**src/rtl/rp_result_sequencer.sv**
```systemverilog
// Launches operand pairs into a fixed-latency rp stage and queues results in a FWFT FIFO.
// Define RP_OP_COUNTER_EN to add the wrapping op_count output.
module rp_result_sequencer #(
    parameter int unsigned LATENCY    = 2,
    parameter int unsigned FIFO_DEPTH = 4
) (
    input  logic        Clk,
    input  logic        Reset,
    input  logic        start,
    input  logic [31:0] a_in,
    input  logic [31:0] b_in,
    input  logic        decouple,
    output logic [31:0] ain,
    output logic [31:0] bin,
    input  logic [31:0] rp_result,
    output logic        busy,
    output logic        res_valid,
    output logic [31:0] res_data,
    input  logic        res_ready,
    output logic [4:0]  fifo_count,
    output logic        err
`ifdef RP_OP_COUNTER_EN
    ,
    output logic [15:0] op_count
`endif
);

    localparam int unsigned AW = (FIFO_DEPTH > 1) ? $clog2(FIFO_DEPTH) : 1;

    typedef enum logic [1:0] {
        IDLE,
        WAIT,
        CAPTURE
    } state_t;

    state_t        state;
    state_t        state_d;
    logic [3:0]    cnt;
    logic [3:0]    cnt_d;
    logic          accept;
    logic          abort;
    logic          push;
    logic          pop;
    logic          pending;
    logic [5:0]    occ;
    logic [31:0]   mem [FIFO_DEPTH];
    logic [AW-1:0] wr_ptr;
    logic [AW-1:0] rd_ptr;
    logic [4:0]    count;
    logic          err_q;

    // An in-flight op already owns a FIFO slot, so admission counts it.
    assign pending = (state != IDLE);
    assign occ     = {1'b0, count} + {5'd0, pending};
    assign accept  = start && (state == IDLE) && !decouple
                     && (occ < 6'(FIFO_DEPTH));
    assign abort   = decouple && (state != IDLE);
    assign push    = (state == CAPTURE) && !decouple;
    assign pop     = res_ready && (count != 5'd0);

    always_comb begin
        state_d = state;
        cnt_d   = cnt;
        unique case (state)
            IDLE: begin
                if (accept) begin
                    state_d = WAIT;
                    cnt_d   = 4'(LATENCY);
                end
            end
            WAIT: begin
                if (decouple) begin
                    state_d = IDLE;
                    cnt_d   = 4'd0;
                end else begin
                    cnt_d = cnt - 4'd1;
                    if (cnt == 4'd1) begin
                        state_d = CAPTURE;
                    end
                end
            end
            CAPTURE: begin
                state_d = IDLE;
                cnt_d   = 4'd0;
            end
            default: begin
                state_d = IDLE;
                cnt_d   = 4'd0;
            end
        endcase
    end

    always_ff @(posedge Clk) begin
        if (Reset) begin
            state <= IDLE;
            cnt   <= 4'd0;
            err_q <= 1'b0;
            ain   <= 32'd0;
            bin   <= 32'd0;
        end else begin
            state <= state_d;
            cnt   <= cnt_d;
            err_q <= err_q | (start && !accept) | abort;
            if (accept) begin
                ain <= a_in;
                bin <= b_in;
            end
        end
    end

    always_ff @(posedge Clk) begin
        if (Reset) begin
            wr_ptr <= '0;
            rd_ptr <= '0;
            count  <= 5'd0;
        end else begin
            if (push) begin
                wr_ptr <= wr_ptr + 1'b1;
            end
            if (pop) begin
                rd_ptr <= rd_ptr + 1'b1;
            end
            unique case ({push, pop})
                2'b10:   count <= count + 5'd1;
                2'b01:   count <= count - 5'd1;
                default: count <= count;
            endcase
        end
    end

    // Storage needs no reset; the read side is masked while empty.
    always_ff @(posedge Clk) begin
        if (push) begin
            mem[wr_ptr] <= rp_result;
        end
    end

`ifdef RP_OP_COUNTER_EN
    always_ff @(posedge Clk) begin
        if (Reset) begin
            op_count <= 16'd0;
        end else if (push) begin
            op_count <= op_count + 16'd1;
        end
    end
`endif

    assign busy       = (state != IDLE);
    assign res_valid  = (count != 5'd0);
    assign res_data   = res_valid ? mem[rd_ptr] : 32'd0;
    assign fifo_count = count;
    assign err        = err_q;

endmodule

```
**config.mk**
```make
export PLATFORM = sky130hd
export DESIGN_NAME = rp_result_sequencer
export DESIGN_NICKNAME = d
export VERILOG_FILES = /design/src/rtl/rp_result_sequencer.sv
export SDC_FILE = /design/constraint.sdc
export NUM_CORES = 1
export LEC_CHECK = 0
export CAP_MARGIN = 20
export CORE_MARGIN = 2
export CORE_UTILIZATION = 35
export DETAILED_ROUTE_END_ITERATION = 12
export GPL_ROUTABILITY_DRIVEN = 0
export PLACE_DENSITY = 0.72
export SETUP_SLACK_MARGIN = 0.05
export SLEW_MARGIN = 20
export SYNTH_ARGS = -nofsm -noshare
export SYNTH_HDL_FRONTEND = slang
export SYNTH_SLANG_ARGS = --single-unit
```
**constraint.sdc**
```tcl
create_clock -name Clk -period 6 [get_ports Clk]
set_clock_uncertainty 0.2 [all_clocks]
set_input_delay 1.2 -clock Clk [delete_from_list [all_inputs] [get_ports Clk]]
set_output_delay 1.2 -clock Clk [all_outputs]
set_load 0.02 [all_outputs]
```
---- Word level (Yosys, flattened, before mapping) ----
Memories as Yosys holds them, arrays and structs flattened. A register that Yosys moved wholly into a read port is not among the register bits.
Index checks and enable logic that the tools add are counted.
operators by class
  bitwise logic cells ..................... 2
  equal/unequal tests ..................... 7
  muxes and demuxes ....................... 13
  add/sub/neg operators ................... 6
  magnitude comparators ................... 1
  reductions and logical operators ........ 14
operators by type and width
  kind                                                         count
  two-way mux 32 bit                                           1
  two-way mux 2 bit                                            5
  case mux 5 bit (2 select lines)                              1
  two-way mux 4 bit                                            2
  case mux 4 bit (2 select lines)                              1
  logical AND 1 bit                                            7
  adder 5 x 1 -> 6 bit                                         1
  less-than comparator 6 x 3 -> 1 bit (second input constant)  1
  adder 5 x 1 -> 5 bit (second input constant)                 1
  nonzero test 5 bit                                           1
  subtractor 5 x 1 -> 5 bit (second input constant)            1
  adder 2 x 1 -> 2 bit (second input constant)                 2
  equality test 2 x 1 -> 1 bit (second input constant)         2
  equality test 2 bit (second input constant)                  2
  equality test 4 x 1 -> 1 bit (second input constant)         1
  case mux 2 bit (2 select lines)                              1
  nonzero test 2 bit                                           2
  subtractor 4 x 1 -> 4 bit (second input constant)            1
  inequality test 3 bit (second input constant)                1
  logical NOT 1 bit                                            2
  logical NOT 2 bit                                            1
  two-way mux 1 bit                                            2
  inequality test 2 bit (second input constant)                1
  bitwise OR 1 bit                                             2
  AND reduction 2 bit                                          1
storage, ports and cells
  register bits ........................... 80
  memories kept ........................... 1
  RAM bits ................................ 128
  output and inout bits ................... 104
  word-level logic and storage cells ...... 52
  input port bits ......................... 101
memories
  name  depth  bits a word  rd ports  clocked after memory_dff  write ports  RTL line  RTL
  mem   4      32           1         1                         1            46        logic [31:0] mem [FIFO_DEPTH];

---- Longest topological paths before layout ----
  depth after elaboration ................. 8
  depth in mapped cells ................... 9
  depth with buffers taken out ............ 9

---- Worst setup path before layout ----
OpenSTA, ideal clock, no wires.
  path type ............................... input -> register
  start point ............................. in decouple
  end point ............................... reg count[4] (netlist: fifo_count[4])
  data arrival time ....................... 3.002 ns
  stages on the path ...................... 8
  library setup time ...................... 0.070 ns
  data required time ...................... 5.730 ns
  path buffers ............................ 0
  slack ................................... 2.727 ns
  cell sequence ........................... nor3b_2 -> inv_1 -> ha_1 -> fa_1 -> nand3_1 -> a21oi_1 -> or4_1 -> a21oi_1
on the way
  word-level cells in the longest chain between the ends .. 4
  elaborated cells on any way between the ends .. 6
  those cells by class .................... eq/ne: 2; mux: 1; reduce/logical: 3
RTL lines
  element                                                                RTL line  RTL
  from (decl)                                                            12        input logic decouple,
  logical NOT 1 bit (*)                                                  58        assign push = (state == CAPTURE) && !decouple;
  logical AND 1 bit (*)                                                  58
  equality test 2 x 1 -> 1 bit or equality test 2 bit (tied branches)    123       unique case ({push, pop})
  case mux 5 bit (2 select lines) or nonzero test 2 bit (tied branches)  --
  to (signal assigned)                                                   124       2'b10: count <= count + 5'd1;
  to (signal assigned)                                                   125       2'b01: count <= count - 5'd1;
  to (signal assigned)                                                   126       default: count <= count;
  to (decl)                                                              49        logic [4:0] count;
Every way passes the cells marked *; elsewhere a longest branch is shown, timed or not.
A chain may end at the register's enable or synchronous reset.

==> reports/results.ini <==
[detailed_routing]
drt_iter0_drc=192
drc_errors=0
wirelength_um=17800
wl_per_cell_um=16.2
antenna_left=0
dr.pass1.iters=4
vias=5245
vias_per_cell=4.78

[layout]
fillers=1962
syn_to_final_growth_pct=37.9
diodes=0
fin_cells=1097
drive_gt1_share_pct=10.3
register_area_sq_mm=0.00549
fin_nets=906
multi_input_area_sq_mm=0.00232

[setup_path]
critPathKind=register to output port
cp_max_fo=21
required_ns=4.60
critPathSlowestCell=dfxtp_2
cp_slowest_stage_delay_ns=0.58
worstPathCellList=buf_4 > mux4_2 > nor2b_1 > clkdlybuf4s50_1
cp.arrival_ns=2.84
startpoint_type=register
cp-end-kind=output port

[clocking]
postCtsSetupBuffers=0
cts_buffers=24
ctsHoldBuffers=0
clk_pin_slew_ns=0.06
max-clock-path-buffers=3
root_buffer=clkbuf_16
cts_resized=0
insertion_delay_ns=0.50
clock-sinks=210
cts_tree=built
cts_htree_levels=1

[sta]
post-route-min-period_ns=4.24
setup_viol=0
max_slew_margin_pct=39.9
max_freq_mhz=236
hold_viol=0
setup_tns_ns=0
fin_crit_sh_pct=70.7
rsz0062_at_grt=no
max_slew.worst_pin.slew_ns=0.901
drv_slew=0

[die]
die_h_um=155
rows=55
start_util_pct=35.5
fp.dieArea_sq_mm=0.0241
die_width_um=155
design.core.area_sq_mm=0.0225
ios=205

[global_routing]
antenna_found_initial=1
grt_pass1_wl_um=28600
grt_max_degree=57
track_usage_pct=14.9
grt_pass1_vias=5314
grt.overflow.total=0

[logic_synthesis]
synthesis.area_sq_mm=0.00800
synth_top_family_by_area=simple AND/OR/NAND/NOR gates
synth_compound_area_share_pct=5.57
synth-simple-area-share_pct=11.6
syn_inst=592
synth_top_area_share_pct=48.1
seq_area_frac_synth_pct=68.6
synth-edff-count=128
ys_top_cells_by_area=edfxtp_1 (48%), dfxtp_1 (21%), mux4_2 (9.0%), nand2_1 (6.1%), a21oi_1 (4.7%)
synth-seq-cells=210
synth.distinct_cells=37
synth_fa_ha_area_share_pct=1.82
synth_area_leader_cell=edfxtp_1
synth_nets=704
avgSynthCellArea_sq_um=13.5
synth_xor_xnor_area_share_pct=0.548
synth_ff_type=edfxtp_1
async_reset_ff_share_pct=0
synth_mux_area_share_pct=9.28
ys_warn_count=0

[outcome]
status=finished clean

[placed_design]
hpwl_um=11400
place_inst=1053
io_buffers=204

[pwr]
vdd_ir_drop_max_mv=0.213
powerDensity_mw_per_mm2=284
p_leak_nw=3.68

[run]
maxCapViolations=0

[worst_hold_path]
hold_class=register to register

layout by cell type, fill, tap and decap left out, types with 5 or more instances in the layout:
master,synthesis,final
nor2_1,18,18
clkbuf_16,0,25
ha_1,10,10
inv_1,9,9
nor2b_1,33,33
mux4_2,32,32
nand2_1,131,131
buf_4,1,6
clkdlybuf4s50_1,0,203
clkinv_2,0,5
edfxtp_1,128,128
a21oi_1,75,75
clkbuf_1,22,10
dfxtp_1,82,80
nor3_1,5,5
report_power, final:
| part | internal, W | total (W) | leakage, nW | switching, W |
|---|---|---|---|---|
| Combinational | 0.000111 | 0.000210 | 1.50 | 0.0000994 |
| Sequential | 0.00155 | 0.00156 | 1.82 | 0.0000118 |
| Clock | 0.000810 | 0.00136 | 0.363 | 0.000551 |
| Total | 0.00247 | 0.00313 | 3.68 | 0.000662 |
kinds of logic after synthesis:
group,Yosys count
mux,34
simple gates,205
fa+ha+maj,11
compound gates,84
xor+xnor,5
flops,210
buf+inv,43
flip-flops by register name (all words and copies together) (netlist names), named ones only:
name        flops
wr_ptr          2
bin            32
rd_ptr          2
ain            32
state           2
mem           128
cnt             4
fifo_count      5
err             1
Yosys cell counts, types with 2 or more instances:
master / n
nor3_1: 5
and2_1: 5
nand2_1: 131
inv_1: 9
buf_6: 5
clkbuf_1: 22
a21o_1: 2
edfxtp_1: 128
mux4_2: 32
xor2_1: 3
nor3_2: 2
nor2_1: 18
buf_2: 6
ha_1: 10
nor2b_1: 33
dfxtp_1: 82
xnor2_1: 2
nand2b_1: 2
a21oi_1: 75
nand3_1: 2
o31ai_1: 2
path summary, 6_finish.rpt:
kind	depth (start not counted)	slack, ns	endpoint	from
worst max-delay path	4	1.76	res_data[27]	register
worst min-delay path	2	0.25	bin[14]$_SDFFE_PP0P_	bin[14]$_SDFFE_PP0P_
worst max register to register	9	2.96	fifo_count[4]$_SDFFE_PP0P_	fifo_count[2]$_SDFFE_PP0P_
worst min register to register	2	0.25	bin[14]$_SDFFE_PP0P_	bin[14]$_SDFFE_PP0P_
metal layers:
metal	wire length (um)	global-route usage, %	vias to the layer above
li1	-	-	2519
met2	8140	24.0	199
met1	7260	18.3	2499
met3	2050	6.63	26
met4	284	3.97	2
met5	12	0	-
cell type report:
| class | instances | share of cell area (%) |
|---|---|---|
| flip-flops and latches | 210 | 49.8 |
| multi-input cells | 339 | 21.1 |
| repair buffers | 210 | 18.9 |
| clock buffers | 35 | 6.02 |
| well taps | 285 | 3.23 |
| clock inverters | 9 | 0.692 |
| inverters | 9 | 0.306 |
critical path, delay by kind of cell, from the launching register on:
| kind | cells | cell delay, ns |
|---|---|---|
| multiplexers | 1 | 0.55 |
| buffers and inverters | 2 | 1.05 |
| flip-flops | 1 | 0.58 |
| AND/OR/NAND/NOR | 1 | 0.14 |
stage by stage:
stage                     hold slack (ns)  worst slack (ns)  util, %  area, sq um  power (W)
after floorplan                     0.249              2.73        -         8000    0.00167
after global placement              0.241              2.00     45.7        10300    0.00180
after detailed placement            0.247              1.92     45.7        10300    0.00180
after CTS                           0.254              1.65     49.0        11000    0.00318
after global routing                0.274              1.55     49.0        11000    0.00325
final                               0.251              1.76     49.0        11000    0.00313
Power figures use the tool's default switching activity.
